==> src/rtl/xgmii_pkg.sv <==
// rtl/xgmii_pkg.sv - XGMII control codes, fixed idle/error words and TX framer state encoding
package xgmii_pkg;

  localparam logic [7:0] C_IDLE  = 8'h07;
  localparam logic [7:0] C_START = 8'hFB;
  localparam logic [7:0] C_TERM  = 8'hFD;
  localparam logic [7:0] C_ERR   = 8'hFE;

  // Words are {txc[7:0], txd[63:0]}; lane 0 occupies txd[7:0]
  localparam logic [71:0] IDLE_WORD = {8'hFF, {8{C_IDLE}}};
  localparam logic [71:0] ERR_WORD  = {8'hFF, {6{C_IDLE}}, C_TERM, C_ERR};

  typedef enum logic [1:0] {
    ST_IDLE,
    ST_DATA,
    ST_FLUSH,
    ST_GAP
  } tx_state_e;

endpackage

==> src/rtl/xgmii_ctrl_scan.sv <==
// rtl/xgmii_ctrl_scan.sv - combinational start/terminate detection on one 72-bit XGMII word
module xgmii_ctrl_scan
  import xgmii_pkg::*;
(
  input  logic [71:0] word,
  output logic        is_start,
  output logic        has_term
);

  always_comb begin
    is_start = word[64] && (word[7:0] == C_START);
    has_term = 1'b0;
    for (int i = 0; i < 8; i++) begin
      if (word[64+i] && (word[8*i +: 8] == C_TERM)) begin
        has_term = 1'b1;
      end
    end
  end

endmodule

==> src/rtl/xgmii_tx_framer.sv <==
// rtl/xgmii_tx_framer.sv - FWFT FIFO to XGMII TX framer with inter-frame gap and underrun handling
// Optional frame/underrun/drop counters are built when XGMII_TX_STATS_EN is defined.
module xgmii_tx_framer
  import xgmii_pkg::*;
#(
  parameter int IFG_WORDS = 1
) (
  input  logic        sys_clk,
  input  logic        sys_rst,
  input  logic [71:0] dout,
  input  logic        empty,
  output logic        rd_en,
  output logic [63:0] xgmii_txd,
  output logic [7:0]  xgmii_txc
`ifdef XGMII_TX_STATS_EN
  ,
  output logic [31:0] tx_frames,
  output logic [15:0] tx_underruns,
  output logic [15:0] tx_drops
`endif
);

  localparam tx_state_e  END_STATE = (IFG_WORDS == 0) ? ST_IDLE : ST_GAP;
  localparam logic [3:0] GAP_LAST  = 4'((IFG_WORDS == 0) ? 0 : IFG_WORDS - 1);

  tx_state_e   state_q, state_d;
  logic [3:0]  gap_cnt_q, gap_cnt_d;
  logic [71:0] word_q, word_d;
  logic        pop;
  logic        is_start, has_term;

  xgmii_ctrl_scan u_scan (
    .word     (dout),
    .is_start (is_start),
    .has_term (has_term)
  );

  always_comb begin
    state_d   = state_q;
    gap_cnt_d = gap_cnt_q;
    word_d    = IDLE_WORD;
    pop       = 1'b0;
    case (state_q)
      ST_IDLE: begin
        if (!empty) begin
          pop = 1'b1;
          if (is_start) begin
            word_d  = dout;
            state_d = ST_DATA;
          end
        end
      end
      ST_DATA: begin
        if (!empty) begin
          pop    = 1'b1;
          word_d = dout;
          if (has_term) begin
            state_d   = END_STATE;
            gap_cnt_d = 4'd0;
          end
        end else begin
          word_d  = ERR_WORD;
          state_d = ST_FLUSH;
        end
      end
      ST_FLUSH: begin
        // A fresh start word closes the broken frame and is left for IDLE to take
        if (!empty) begin
          if (is_start) begin
            state_d   = END_STATE;
            gap_cnt_d = 4'd0;
          end else begin
            pop = 1'b1;
            if (has_term) begin
              state_d   = END_STATE;
              gap_cnt_d = 4'd0;
            end
          end
        end
      end
      ST_GAP: begin
        if (gap_cnt_q == GAP_LAST) begin
          state_d = ST_IDLE;
        end else begin
          gap_cnt_d = gap_cnt_q + 4'd1;
        end
      end
      default: state_d = ST_IDLE;
    endcase
  end

  assign rd_en = pop && !sys_rst;

  always_ff @(posedge sys_clk) begin
    if (sys_rst) begin
      state_q   <= ST_IDLE;
      gap_cnt_q <= 4'd0;
      word_q    <= IDLE_WORD;
    end else begin
      state_q   <= state_d;
      gap_cnt_q <= gap_cnt_d;
      word_q    <= word_d;
    end
  end

  assign {xgmii_txc, xgmii_txd} = word_q;

`ifdef XGMII_TX_STATS_EN
  logic [31:0] tx_frames_q, tx_frames_d;
  logic [15:0] tx_underruns_q, tx_underruns_d;
  logic [15:0] tx_drops_q, tx_drops_d;

  always_comb begin
    tx_frames_d    = tx_frames_q + {31'd0, (state_q == ST_DATA) && !empty && has_term};
    tx_underruns_d = tx_underruns_q + {15'd0, (state_q == ST_DATA) && empty};
    tx_drops_d     = tx_drops_q + {15'd0, (state_q == ST_IDLE) && !empty && !is_start};
  end

  always_ff @(posedge sys_clk) begin
    if (sys_rst) begin
      tx_frames_q    <= 32'd0;
      tx_underruns_q <= 16'd0;
      tx_drops_q     <= 16'd0;
    end else begin
      tx_frames_q    <= tx_frames_d;
      tx_underruns_q <= tx_underruns_d;
      tx_drops_q     <= tx_drops_d;
    end
  end

  assign tx_frames    = tx_frames_q;
  assign tx_underruns = tx_underruns_q;
  assign tx_drops     = tx_drops_q;
`endif

endmodule
==> config.mk <==
export PLATFORM = sky130hd
export DESIGN_NAME = xgmii_tx_framer
export DESIGN_NICKNAME = d
export VERILOG_FILES = /design/src/rtl/xgmii_pkg.sv /design/src/rtl/xgmii_ctrl_scan.sv /design/src/rtl/xgmii_tx_framer.sv
export SDC_FILE = /design/constraint.sdc
export NUM_CORES = 1
export LEC_CHECK = 0
export BUFFER_PORTS_ARGS = -buffer_cell sky130_fd_sc_hd__buf_2
export CORE_MARGIN = 2
export CORE_UTILIZATION = 43
export DETAILED_ROUTE_END_ITERATION = 10
export PLACE_DENSITY = 0.79
export SLEW_MARGIN = 30
export SYNTH_ARGS = -nofsm -noshare
export SYNTH_HDL_FRONTEND = slang
export SYNTH_SLANG_ARGS = --single-unit
==> constraint.sdc <==
create_clock -name sys_clk -period 1.9 [get_ports sys_clk]
set_clock_uncertainty 0.15 [all_clocks]
set_input_delay 0.19 -clock sys_clk [delete_from_list [all_inputs] [get_ports sys_clk]]
set_output_delay 0.19 -clock sys_clk [all_outputs]
set_load 0.005 [all_outputs]
### Word level (Yosys, flattened, before mapping)

Index checks and enable logic that the tools add are counted.

| storage, ports and cells | value |
|---|---|
| bits in registers | 78 |
| bits of input ports | 75 |
| output and inout port bits | 73 |
| word-level logic and storage cells | 69 |

| operators by class | value |
|---|---|
| add/subtract/negate cells | 1 |
| equal/unequal tests | 18 |
| mux-type cells | 30 |
| reduce and logical (&&, ||, !) cells | 17 |

Operators with widths:

| cell | count |
|---|---|
| 72-bit two-way mux | 3 |
| 72-bit one-hot mux with 2 select lines | 1 |
| 8-bit == test, second input constant | 9 |
| 4-bit two-way mux | 5 |
| 2-bit two-way mux | 7 |
| 2-bit inequality test, second input constant | 6 |
| 4-bit one-hot mux with 3 select lines | 1 |
| 1-bit two-way mux | 11 |
| 1-bit logical AND | 10 |
| 2-bit one-hot mux with 4 select lines | 1 |
| 4-bit AND reduction | 2 |
| 4-bit by 1-bit adder with 4-bit output, second input constant | 1 |
| 2-bit == test, second input constant | 2 |
| 4-bit logical NOT | 1 |
| 3-bit nonzero test | 1 |
| 2-bit by 1-bit == test with 1-bit output, second input constant | 1 |
| 2-bit logical NOT | 1 |
| 1-bit one-hot mux with 2 select lines | 1 |
| 2-bit OR reduction | 1 |
| 1-bit logical NOT | 1 |

### Longest topological paths before layout

| depth | value |
|---|---|
| word-level depth | 14 |
| mapped depth | 7 |
| gate-level depth less buffers | 6 |

### Hierarchy

Synthesis repeated with hierarchy kept, for this count alone.

| unflattened totals | value |
|---|---|
| cells, all modules | 254 |
| area, all modules | 2,587.5 µm² |

Modules (own cells, without submodules):

| module | instances | cells an instance | area each (µm²) | seq. area each (µm²) |
|---|---|---|---|---|
| xgmii_tx_framer | 1 | 218 | 2,394.8 | 1,561.5 |
| xgmii_ctrl_scan | 1 | 36 | 192.7 | 0.0 |

### Worst setup path after synthesis

No wires, ideal clock.

| timing path | value |
|---|---|
| path type | reg-to-reg |
| from | register state_q[1] |
| to | register gap_cnt_q[1] |
| library setup time | 0.135 ns |
| arrival time | 1.388 ns |
| data required time | 1.615 ns |
| path slack | 0.227 ns |
| cell stages (with the launch flop) | 7 |
| buffers on the path | 1 |
| period minus slack after synthesis | 1.673 ns |
| cell sequence | dfxtp_1 -> buf_2 -> nand2_1 -> a21oi_1 -> a21oi_1 -> a311oi_1 -> nor3_1 |

| on the way | value |
|---|---|
| cells in the longest elaborated chain, start to end | 3 |
| elaborated cells between the ends (all ways) | 9 |
| classes of those cells | eq/ne (6); mux (1); reduce/logical (2) |

RTL lines:

| what | line | text |
|---|---|---|
| from (decl) | xgmii_tx_framer.sv:26 | `tx_state_e state_q, state_d;` |
| from (signal assigned) | xgmii_tx_framer.sv:100 | `state_q <= state_d;` |
| 2-bit == test or 2-bit by 1-bit == test with 1-bit output (tied branches) | xgmii_tx_framer.sv:43 | `case (state_q)` |
| 2-bit inequality test (no line) or 3-bit nonzero test (tied branches) | n/a |  |
| 4-bit AND reduction (no line) | n/a |  |
| to (signal assigned) | xgmii_tx_framer.sv:101 | `gap_cnt_q <= gap_cnt_d;` |
| to (decl) | xgmii_tx_framer.sv:27 | `logic [3:0] gap_cnt_q, gap_cnt_d;` |

Parallel ways exist; a longest one is shown, timed or not.
A chain may end at the register's enable or synchronous reset.

### Final worst setup path

| timing path | value |
|---|---|
| from | input dout[64] |
| to | register word_q[64] |

| on the way | value |
|---|---|
| cells in the longest elaborated chain, start to end | 4 |
| elaborated cells between the ends (all ways) | 5 |
| classes of those cells | mux (4); reduce/logical (1) |

RTL lines:

| what | line | text |
|---|---|---|
| from (decl) | xgmii_tx_framer.sv:10 | `input logic [71:0] dout,` |
| 1-bit logical AND | xgmii_ctrl_scan.sv:11 | `is_start = word[64] && (word[7:0] == C_START);` |
| 72-bit two-way mux | xgmii_tx_framer.sv:47 | `if (is_start) begin` |
| 72-bit two-way mux | xgmii_tx_framer.sv:45 | `if (!empty) begin` |
| 72-bit one-hot mux with 2 select lines * | xgmii_tx_framer.sv:43 |  |
| to (signal assigned) | xgmii_tx_framer.sv:102 | `word_q <= word_d;` |
| to (decl) | xgmii_tx_framer.sv:28 | `logic [71:0] word_q, word_d;` |

Mark *: on every way between the ends. The rest lies on a longest branch, timed or not.

==> impl_metrics.tcl <==
set metrics [dict create \
    highest_layer "met4" \
    cp_data_required_time_ns 1.99 \
    grt_pass1_wl_um 13000 \
    synth.distinct_cells 30 \
    die_area_mm2 0.00664 \
    outcome "finished clean" \
    leakagePower_nw 1.97 \
    ys.warnings.count 0 \
    pre_cts_ws_ns -0.0472 \
    drtPass1Iterations 5 \
    postRouteAntennaNets 0 \
    synth_area_leaders "dfxtp_1 61%, and2_1 7.8%, nand2b_1 7.0%, nor2_1 3.9%, nand2_1 2.5%" \
    io_buffers 147 \
    numCtsBuffers 9 \
    fmax_mhz 545 \
    insertedDiodeCount 0 \
    finalCritPeriodShare_pct 96.6 \
    cpLargestDelayFamily "buffers and inverters" \
    grt_pass1_vias 2641 \
    die_h_um 81.5 \
    antenna_found_initial 0 \
    drc 0 \
    p_total_mw 3.16 \
    path_buf_inv 3 \
    cp_cell_sequence "buf_2 -> dlygate4sd3_1 -> or4_1 -> dlygate4sd3_1" \
    root_buffer "clkbuf_8" \
    drive_above_1_share_pct 36.2 \
    synth.avg_cell_area_um2 10.2 \
    wl_met2_um 4600 \
    worstHoldPathType "in2reg" \
    muxShareOfSynthArea_pct 0 \
    worst_pin_slew_ns 0.784 \
    maxCapViolCount 0 \
    fin_ws_ns 0.0637 \
    synthSimpleGateAreaFrac_pct 30.5 \
    hold_viol_final 0 \
    whs_ns 0.00905 \
    critPathMaxStageDelay_ns 0.56 \
    synth.cell_area_mm2 0.00258 \
    synth_cells 252 \
    htree_levels 3 \
    yosys.area_share.adder_pct 0.970 \
    wl_met1_um 3220 \
    critPathMostFrequentCell "dlygate4sd3_1" \
    synth-compound-area-share_pct 4.32 \
    endpoint_kind "flop" \
    cts.clk_slew.worst_paths_ns 0.08 \
    fin_cells 561 \
    numClockSinks 78 \
    start_util_pct 44.1 \
    crit_slowest_cell "dlygate4sd3_1" \
    hpwl_um 4890 \
    cts_buffer_depth 2 \
    cp-start-kind "input port" \
    post_cts_buffers 0 \
    gp_congestion 0.815 \
    final_common_cell "buf_2" \
    clock_latency_ns 0.35 \
    area_growth_pct 69.0 \
    grt_max_degree 59 \
    setup_viol 0 \
    worst_ep_arrival_time_ns 1.93 \
    max_slew_margin_pct 47.3 \
    ir_worst_vdd_uv 436 \
    drv_slew 0 \
    globalRoute.totalOverflow 0 \
    io_pins 148 \
    synth_top_area_share_pct 60.5 \
    yosysSeqAreaShare_pct 60.5 \
    rows 28 \
    ys_seq_elements 78 \
    met3_length_um 829 \
    powerDensity_mw_per_mm2 726 \
    fin_crit_ns 1.84 \
    cts_tree "built" \
    crit_type "in2reg" \
    viasPerCell 4.90 \
    vias 2747 \
    place_inst 472 \
    core_area_mm2 0.00585 \
    finalNetCount 558 \
    most-common-layout-cells "147 x buf_2, 78 x dfxtp_1, 73 x dlygate4sd3_1, 32 x and2_1, 29 x nand2b_1" \
    die_w_um 81.5 \
    fillers 356 \
    wl_per_cell_um 16.0 \
    drt_iter0_drc 105 \
    grt_use_total_pct 26.5 \
    wl_um 8990 \
    synth-xor-area-share_pct 0.339 \
    yosys.area.top_type "dfxtp_1" \
    synth_nets 329 \
    synth_top_family_by_area "simple AND/OR/NAND/NOR gates" \
    crit_path_max_fanout 2 \
]
[report_power, final]
group | total, mW | switching, mW | leakage, nW | internal, mW
sequential | 1.63 | 0.000208 | 0.629 | 1.63
clock | 1.26 | 0.616 | 0.0997 | 0.644
combinational | 0.270 | 0.0974 | 1.24 | 0.173
total | 3.16 | 0.714 | 1.97 | 2.45
[worst min-delay path, cell delays in order]
cell and delay [ns]:
buf_2 0.15, nor4_4 0.08, nand2_1 0.06
[final cells by class]
| type | count | area, um^2 | share of cell area (%) |
|---|---|---|---|
| repair buffers | 229 | 1550 | 35.6 |
| clock inverters | 5 | 56.3 | 1.29 |
| multi-input cells | 158 | 937 | 21.5 |
| flip-flops and latches | 78 | 1560 | 35.8 |
| clock buffers | 11 | 141 | 3.24 |
| inverters | 5 | 18.8 | 0.431 |
| well taps | 75 | 93.8 | 2.15 |
[sequential cells by signal (all words and copies together) (netlist names)]
signal and flops:
word_q 72, gap_cnt_q 4, state_q 2
[synth_stat cells]
library cell and instances:
nand3_1 1, o21ai_0 2, a21oi_1 5, clkbuf_1 4
nor2_2 1, nand4_1 8, xor2_1 1, dfxtp_1 78
nor4_4 2, a21o_1 3, and3_1 1, nand2_1 17
a311oi_1 2, ha_1 2, nand4_2 1, a211oi_1 2
nor4b_1 1, nor3b_1 1, nor3_1 6, buf_6 3
or3_1 1, or4_1 1, and2_1 32, nor4_1 9
buf_2 4, nor2_1 27, inv_1 5, a31oi_1 2
o31a_1 1, nand2b_1 29
[stage by stage]
stage	util, %	TNS (ns)	area (um^2)
floorplan	-	0	2580
CTS	74.3	0	4350
global route	74.5	-0.0182	4360
detailed placement	58.5	-0.0722	3420
finish	74.5	0	4360
global placement	58.5	0	3420
[final timing paths]
check,slack (ns),cells past startpoint,startpoint,endpoint
worst min-delay path,0.009,3,empty,word_q[1]
worst max register to register,0.08,4,state_q[1],word_q[64]
worst min register to register,0.38,2,gap_cnt_q[1],gap_cnt_q[1]
worst max-delay path,0.06,4,dout[64],word_q[64]
[per-layer routing]
layer | global-route usage, % | vias to the layer above
li1 | - | 1292
met4 | 16.1 | 0
met5 | 0 | -
met1 | 28.3 | 1261
met2 | 46.1 | 163
met3 | 7.58 | 31
[cells by family (layout without fill, tap and decap cells)]
logic type | Yosys count | in the layout
AND/OR/NAND/NOR | 138 | 138
flip-flops | 78 | 78
AO/OA/AOI/OAI | 17 | 17
buffers and inverters | 16 | 250
adder cells (fa/ha/maj) | 2 | 2
XOR/XNOR | 1 | 1
[what timing repair did]
| item | in CTS | in global routing |
|---|---|---|
| hold endpoints to repair | 72 | 0 |
| hold buffers | 73 | 0 |
| cloned | 0 | 0 |
| gates resized for setup | 1 | 2 |
| setup endpoints to repair | 1 | 7 |
No activity file was read; power rests on OpenSTA's default activity.
